## src/rtl/demux_pkg.sv

```systemverilog
`default_nettype none
// ============================================================================
// Module   : demux_pkg
// Brief    : Shared state encoding and sizing for the demux scheduler.
// Revision : 1.0
// ============================================================================
package demux_pkg;

    localparam int N_SINK     = 4;
    localparam int DW_DEFAULT = 8;

    typedef enum logic [0:0] {
        ST_IDLE = 1'b0,
        ST_SEND = 1'b1
    } state_t;

endpackage
`default_nettype wire

```

## src/rtl/demux_sched_prio4.sv

```systemverilog
`default_nettype none
// ============================================================================
// Module   : demux_sched_prio4
// Brief    : Lowest-set-bit encoder turning the pending mask into a select.
// Revision : 1.0
// ============================================================================
module demux_sched_prio4
    import demux_pkg::*;
(
    input  logic [N_SINK-1:0] pend,
    output logic [1:0]        sel
);

    always_comb begin
        sel = 2'd0;
        if (pend[0])      sel = 2'd0;
        else if (pend[1]) sel = 2'd1;
        else if (pend[2]) sel = 2'd2;
        else if (pend[3]) sel = 2'd3;
    end

endmodule
`default_nettype wire

```

## src/rtl/demux_sched.sv

```systemverilog
`default_nettype none
// ============================================================================
// Module   : demux_sched
// Brief    : One-word-in-flight scheduler for a 1-to-4 demux with unicast and
//            broadcast delivery. Optional stall timeout: DEMUX_SCHED_TIMEOUT_EN.
// Revision : 1.0
// ============================================================================
module demux_sched
    import demux_pkg::*;
#(
    parameter int DW = DW_DEFAULT
`ifdef DEMUX_SCHED_TIMEOUT_EN
    ,
    parameter int TIMEOUT = 16
`endif
) (
    input  logic              clk,
    input  logic              rst_n,
    input  logic              in_valid,
    output logic              in_ready,
    input  logic [DW-1:0]     in_data,
    input  logic [1:0]        in_dest,
    input  logic              in_bcast,
    output logic [N_SINK-1:0] out_valid,
    input  logic [N_SINK-1:0] out_ready,
    output logic [DW-1:0]     out_data,
    output logic [1:0]        sel,
    output logic              busy,
    output logic              err
);

    state_t              r_state;
    logic [N_SINK-1:0]   r_pend;
    logic [DW-1:0]       r_data;
    logic [1:0]          r_sel;

    logic [N_SINK-1:0]   w_acc;
    logic                w_done;
    logic                w_cap;
    logic                w_drop;
    logic [N_SINK-1:0]   w_pend_new;
    logic [N_SINK-1:0]   w_pend_nxt;
    logic [1:0]          w_sel_nxt;

    assign w_acc  = r_pend & out_ready;
    assign w_done = (r_state == ST_SEND) && (w_acc == r_pend);

    // Accepting while the last pending sink completes removes the bubble.
    assign in_ready = rst_n & ((r_state == ST_IDLE) | w_done);
    assign w_cap    = in_valid & in_ready;

    assign w_pend_new = in_bcast ? {N_SINK{1'b1}} : (N_SINK'(1) << in_dest);

    always_comb begin
        w_pend_nxt = r_pend & ~out_ready;
        if (w_cap)
            w_pend_nxt = w_pend_new;
        else if (w_drop)
            w_pend_nxt = '0;
    end

    demux_sched_prio4 u_prio (
        .pend (w_pend_nxt),
        .sel  (w_sel_nxt)
    );

    always_ff @(posedge clk) begin
        if (!rst_n) begin
            r_state <= ST_IDLE;
            r_pend  <= '0;
            r_data  <= '0;
            r_sel   <= 2'd0;
        end else begin
            r_pend  <= w_pend_nxt;
            r_state <= (w_pend_nxt != '0) ? ST_SEND : ST_IDLE;
            if (w_cap)
                r_data <= in_data;
            // Select only follows a live mask so it holds its value in IDLE.
            if (w_pend_nxt != '0)
                r_sel <= w_sel_nxt;
        end
    end

`ifdef DEMUX_SCHED_TIMEOUT_EN
    localparam logic [7:0] c_tmo_last = 8'(TIMEOUT - 1);

    logic [7:0] r_cnt;
    logic       r_err;

    assign w_drop = (r_state == ST_SEND) && (w_acc == '0) && (r_cnt == c_tmo_last);

    always_ff @(posedge clk) begin
        if (!rst_n) begin
            r_cnt <= 8'd0;
            r_err <= 1'b0;
        end else begin
            r_err <= w_drop;
            if (w_cap || (w_acc != '0) || w_drop)
                r_cnt <= 8'd0;
            else if (r_state == ST_SEND)
                r_cnt <= r_cnt + 8'd1;
        end
    end

    assign err = r_err;
`else
    assign w_drop = 1'b0;
    assign err    = 1'b0;
`endif

    assign out_valid = (r_state == ST_SEND) ? r_pend : '0;
    assign out_data  = r_data;
    assign sel       = r_sel;
    assign busy      = (r_state == ST_SEND);

endmodule
`default_nettype wire

```

## config.mk

```make
export PLATFORM = sky130hd
export DESIGN_NAME = demux_sched
export DESIGN_NICKNAME = d
export VERILOG_FILES = /design/src/rtl/demux_pkg.sv /design/src/rtl/demux_sched_prio4.sv /design/src/rtl/demux_sched.sv
export SDC_FILE = /design/constraint.sdc
export NUM_CORES = 1
export LEC_CHECK = 0
export ABC_AREA = 1
export CORE_MARGIN = 3
export CORE_UTILIZATION = 43
export DETAILED_ROUTE_END_ITERATION = 6
export PLACE_DENSITY = 0.82
export SYNTH_ARGS = -nofsm -noshare
export SYNTH_HDL_FRONTEND = slang
export SYNTH_SLANG_ARGS = --single-unit
```

## constraint.sdc

```tcl
create_clock -name clk -period 3.04 [get_ports clk]
set_input_delay 0.304 -clock clk [delete_from_list [all_inputs] [get_ports clk]]
set_output_delay 0.304 -clock clk [all_outputs]
set_load 0.02 [all_outputs]
```

* Word-level counts from Yosys, hierarchy flattened
Index checks and enable logic that the tools add are counted.
** Storage, ports and cells
- Register bits after elaboration :: 15
- Latch bits :: 0
- Memory bits (writable) :: 0
- Memory bits (read-only) :: 0
- Bits of input ports :: 18
- Output and inout bits :: 17
- Logic and storage cells :: 23
- Memories :: 0
** Cells by class
- Add/sub/neg operators :: 0
- Multipliers :: 0
- Div/mod/pow operators :: 0
- Magnitude comparators :: 0
- Eq/ne operators :: 1
- Shift-type cells :: 1
- Multiplexer cells :: 8
- Bitwise gates (word level) :: 7
- Reduce and logical (&&, ||, !) cells :: 2
** Operators with widths (count)
- 2-to-1 mux 4 bit :: 3
- AND 4 bit :: 2
- 2-to-1 mux 2 bit :: 4
- == test 4 bit :: 1
- NOT 4 bit :: 1
- nonzero test 4 bit :: 1
- << shifter 1 x 2 -> 4 bit, first input constant :: 1
- AND 1 bit :: 2
- logical AND 1 bit :: 1
- 2-to-1 mux 1 bit :: 1
- NOT 1 bit :: 1
- OR 1 bit :: 1

* Logic depth before layout (Yosys ltp)
- Depth after elaboration :: 11
- Depth in mapped cells :: 11
- Gate-level depth less buffers :: 11

* Cells and area by module
Synthesis repeated with hierarchy kept, for this count alone.
** Unflattened totals
- Cell total of the unflattened synthesis :: 129
- Area, all modules :: 850.8 sq um
** By module, submodules not included
- demux_sched :: times used 1, cells an instance 123, area each 817.0 sq um
- demux_sched_prio4 :: times used 1, cells an instance 6, area each 33.8 sq um

* Least setup slack after synthesis
No wires, ideal clock.
- Kind :: input port to flip-flop
- Start :: input port out_ready[3]
- End :: register r_sel[0] (netlist: sel[0])
- Library setup time :: 66 ps
- Data arrival time :: 1273 ps
- Required time :: 2974 ps
- Path slack :: 1701 ps
- Stages on the path :: 11
- Buffers on the path :: 1
- Path through :: inv_1 -> nand2_2 -> nand2_2 -> o21ai_4 -> nand3_4 -> buf_6 -> nand2_4 -> nand2_4 -> nor2_4 -> nand3_2 -> a21oi_2
** Between the ends
- Longest elaborated chain between the ends :: 11
** RTL lines
- start: declaration :: RTL line demux_sched.sv:25 : input logic [N_SINK-1:0] out_ready,
- AND 4 bit :: RTL line demux_sched.sv:45 : assign w_acc = r_pend & out_ready;
- == test 4 bit :: RTL line demux_sched.sv:46 : assign w_done = (r_state == ST_SEND) && (w_acc == r_pend);
- logical AND 1 bit :: RTL line demux_sched.sv:46
- OR 1 bit :: RTL line demux_sched.sv:49 : assign in_ready = rst_n & ((r_state == ST_IDLE) | w_done);
- AND 1 bit :: RTL line demux_sched.sv:49
- AND 1 bit :: RTL line demux_sched.sv:50 : assign w_cap = in_valid & in_ready;
- 2-to-1 mux 4 bit (*) :: RTL line demux_sched.sv:56 : if (w_cap)
- 2-to-1 mux 2 bit :: RTL line demux_sched_prio4.sv:19 : else if (pend[3]) sel = 2'd3;
- 2-to-1 mux 2 bit :: RTL line demux_sched_prio4.sv:18 : else if (pend[2]) sel = 2'd2;
- 2-to-1 mux 2 bit :: RTL line demux_sched_prio4.sv:17 : else if (pend[1]) sel = 2'd1;
- 2-to-1 mux 2 bit :: RTL line demux_sched_prio4.sv:16 : if (pend[0]) sel = 2'd0;
- end signal: assignment :: RTL line demux_sched.sv:80 : r_sel <= w_sel_nxt;
- end: declaration :: RTL line demux_sched.sv:35 : logic [1:0] r_sel;
Every way passes the cells marked *; elsewhere a longest branch is shown, timed or not.
A chain may end at the register's enable or synchronous reset.

* Worst setup path in the final report
- Start :: input port out_ready[0]
- End :: output port in_ready
** Between the ends
- Longest elaborated chain between the ends :: 5
** RTL lines
- AND 4 bit :: RTL line demux_sched.sv:45
- == test 4 bit :: RTL line demux_sched.sv:46
- logical AND 1 bit :: RTL line demux_sched.sv:46
- OR 1 bit :: RTL line demux_sched.sv:49
- AND 1 bit :: RTL line demux_sched.sv:49
- end: declaration :: RTL line demux_sched.sv:20 : output logic in_ready,
No other way between the ends.

==> results.tsv <==
metric	value	unit
outcome	completed	
CP top delay family	buffers and inverters	
hold bufs inserted after CTS	0	
Synth warnings	0	
Crit path top cell by count	clkdlybuf4s50_1	
post_cts resized	0	
TritonCTS clock tree	built	
number of global-route vias before repair	704	
HPWL after DPL	1470	um
post-route cell area	1160	sq um
dpl cells	165	
fin crit share	0.754	
FMAX	436	MHz
largest net degree at the start of global routing	18	
Overflow after GRT	0	
fin nets	164	
Crit-path slowest cell	clkdlybuf4s50_1	
area occupied by multi-input gates	388	sq um
GPL Wtd Cong	0.755	
post-DR wirelength/cell	10.6	um
CTS buffer count	3	
Die H	48.9	um
Worst EP arrival	1990	ps
# diodes	0	
first-pass GRT wire length	2990	um
dpl cell area	1130	sq um
Final Hold Fails	0	
Post-Synth Simple-Gate Area	0.416	
Post-Synthesis Cells	111	
unrepaired setup endpoints after global routing	false	
CP Capture Type	output port	
layout cells sized above 1	0.138	
skew final	4.26	ps
Die Width	48.9	um
H-tree Lvls	1	
Vias	778	
worst hold-check path type	register to register	
Setup Fix Bufs, Post-CTS	0	
flops & latches, synth	15	
Starting Density	0.491	
post-synth top area share	0.380	
drt via density	4.60	
crit-path cells	clkdlybuf4s50_1 -> inv_1 -> nand2_1 -> nand2_2 -> o21ai_4 -> and2_2 -> clkdlybuf4s50_1	
Yosys top cell by area	dfxtp_1	
Netlist cell types	22	
Max stage delay on crit path	600	ps
clock transition at the registers of the reported paths	90	ps
I/O pin cnt	35	
Synth Area in Compound Gates	0.0696	
synthesized area per cell	7.12	sq um
Fill cells	134	
clock sinks	15	
largest family of logic cells by synthesized area	simple AND/OR/NAND/NOR gates	
Area Growth Syn to Fin	46.5	%
crit path kind	primary input to output port	
xor/xnor share of the synthesized area	0	
drt first pass iters	4	
drt total wl	1790	um
initial antenna violation count	0	
Req. time, crit path	2740	ps
Mapped Nets	129	
Startpoint Class	primary input	
CP Max Fanout	7	
worst path buffer plus inverter count	3	
Cell Area, Synth	791	sq um
FP Rows	14	
CTS root buf	clkbuf_4	
number of max-cap violations	0	
Antenna Nets Post-Route	0	
setup_tns	0	ps
setup violators final	0	
DRC Markers	0	
Worst-Skew Late Latency	290	ps
Max Slew Vio Count	0	
All-Layer GR Usage	0.158	
post-synthesis mux area share	0	
post-synthesis sequential area ratio	0.380	
core area	1610	sq um
1st-iter DRT viols	15	
Leakage Power	0.000592	uW
FF/Latch Area	300	sq um
adder-cell share of the synthesized area	0	
worst IR drop on VDD	0.284	mV
power per cell area	405	nW/um^2
Period minus WS final	2290	ps
Synth area leaders	dfxtp_1, nand2_1, inv_1	
Finished Layout Cells	169	
Die ar.	2390	sq um
Port Buf Inserts	33	
clk buf depth	2	
==> worst reg2reg max path, delay by kind of cell (launching register included) <==
family / cells / cell delay, ps
compound gates: 2 / 360
flops: 1 / 330
simple gates: 7 / 820
==> per-stage QoR <==
step            util  power (uW)  hold WS [ps]  worst slack [ps]
2_1_floorplan      -         297           415              1700
3_3_place_gp   0.702         353           453               797
3_5_place_dp   0.702         357           456               725
4_1_cts        0.719         473           470               725
5_1_grt        0.719         499           501               674
6_report       0.719         469           464               747
==> state kept, by name (all words and copies together) (netlist names) <==
| register | flops |
|---|---|
| busy | 1 |
| out_data | 8 |
| r_pend | 4 |
| sel | 2 |
==> final cells by class <==
| type | instances | share of cell area |
|---|---|---|
| multi-input cells | 72 | 0.335 |
| repair buffers | 34 | 0.292 |
| flip-flops and latches | 15 | 0.259 |
| inverters | 20 | 0.0648 |
| well taps | 24 | 0.0259 |
| clock buffers | 3 | 0.0194 |
| clock inverters | 1 | 0.00432 |
==> worst paths after layout <==
| check | from | to | slack, ps | cells after the start |
|---|---|---|---|---|
| setup / recovery | out_ready[0] | in_ready | 750 | 7 |
| hold / removal | out_data[7] | out_data[7] | 460 | 2 |
| setup reg to reg | r_pend[3] | sel[0] | 1470 | 9 |
| hold reg to reg | out_data[7] | out_data[7] | 460 | 2 |
==> synth_stat cells, drive strengths merged <==
master	count
conb	1
nand2	40
a21oi	4
inv	20
dfxtp	15
and2	1
nor2	6
o21ai	4
nand4	5
nor3	1
nand3	10
buf	4
==> placed cells by master (no fill, tap or decap), types with 2 or more instances in the layout <==
master / Yosys / layout
dfxtp_1: 15 / 15
nor2_4: 2 / 2
clkdlybuf4s50_1: 0 / 33
a21oi_1: 3 / 3
nor2_1: 4 / 4
nand2_4: 2 / 2
nand2_1: 32 / 32
clkbuf_4: 0 / 3
nand4_1: 5 / 5
inv_1: 20 / 20
nand3_1: 8 / 8
o21ai_0: 3 / 3
nand2_2: 6 / 6
==> per-layer routing <==
metal / GRT usage / up-vias / routed length [um]
li1: - / 409 / -
met1: 0.184 / 346 / 739
met2: 0.276 / 19 / 935
met3: 0.0245 / 4 / 72
met4: 0.0853 / 0 / 38
met5: 0 / - / 0
==> logic make-up after synthesis <==
group                  after synthesis
AO/OA/AOI/OAI                        8
buffers and inverters               24
flip-flops                          15
other                                1
AND/OR/NAND/NOR                     63
==> report_power, final <==
part	leakage [uW]	switching [uW]	internal, uW
Sequential	0.000124	9.95	211
Combinational	0.000450	66.3	63.5
Clock	0.0000177	69.2	48.9
Total	0.000592	145	324
No activity file was read; power rests on OpenSTA's default activity.
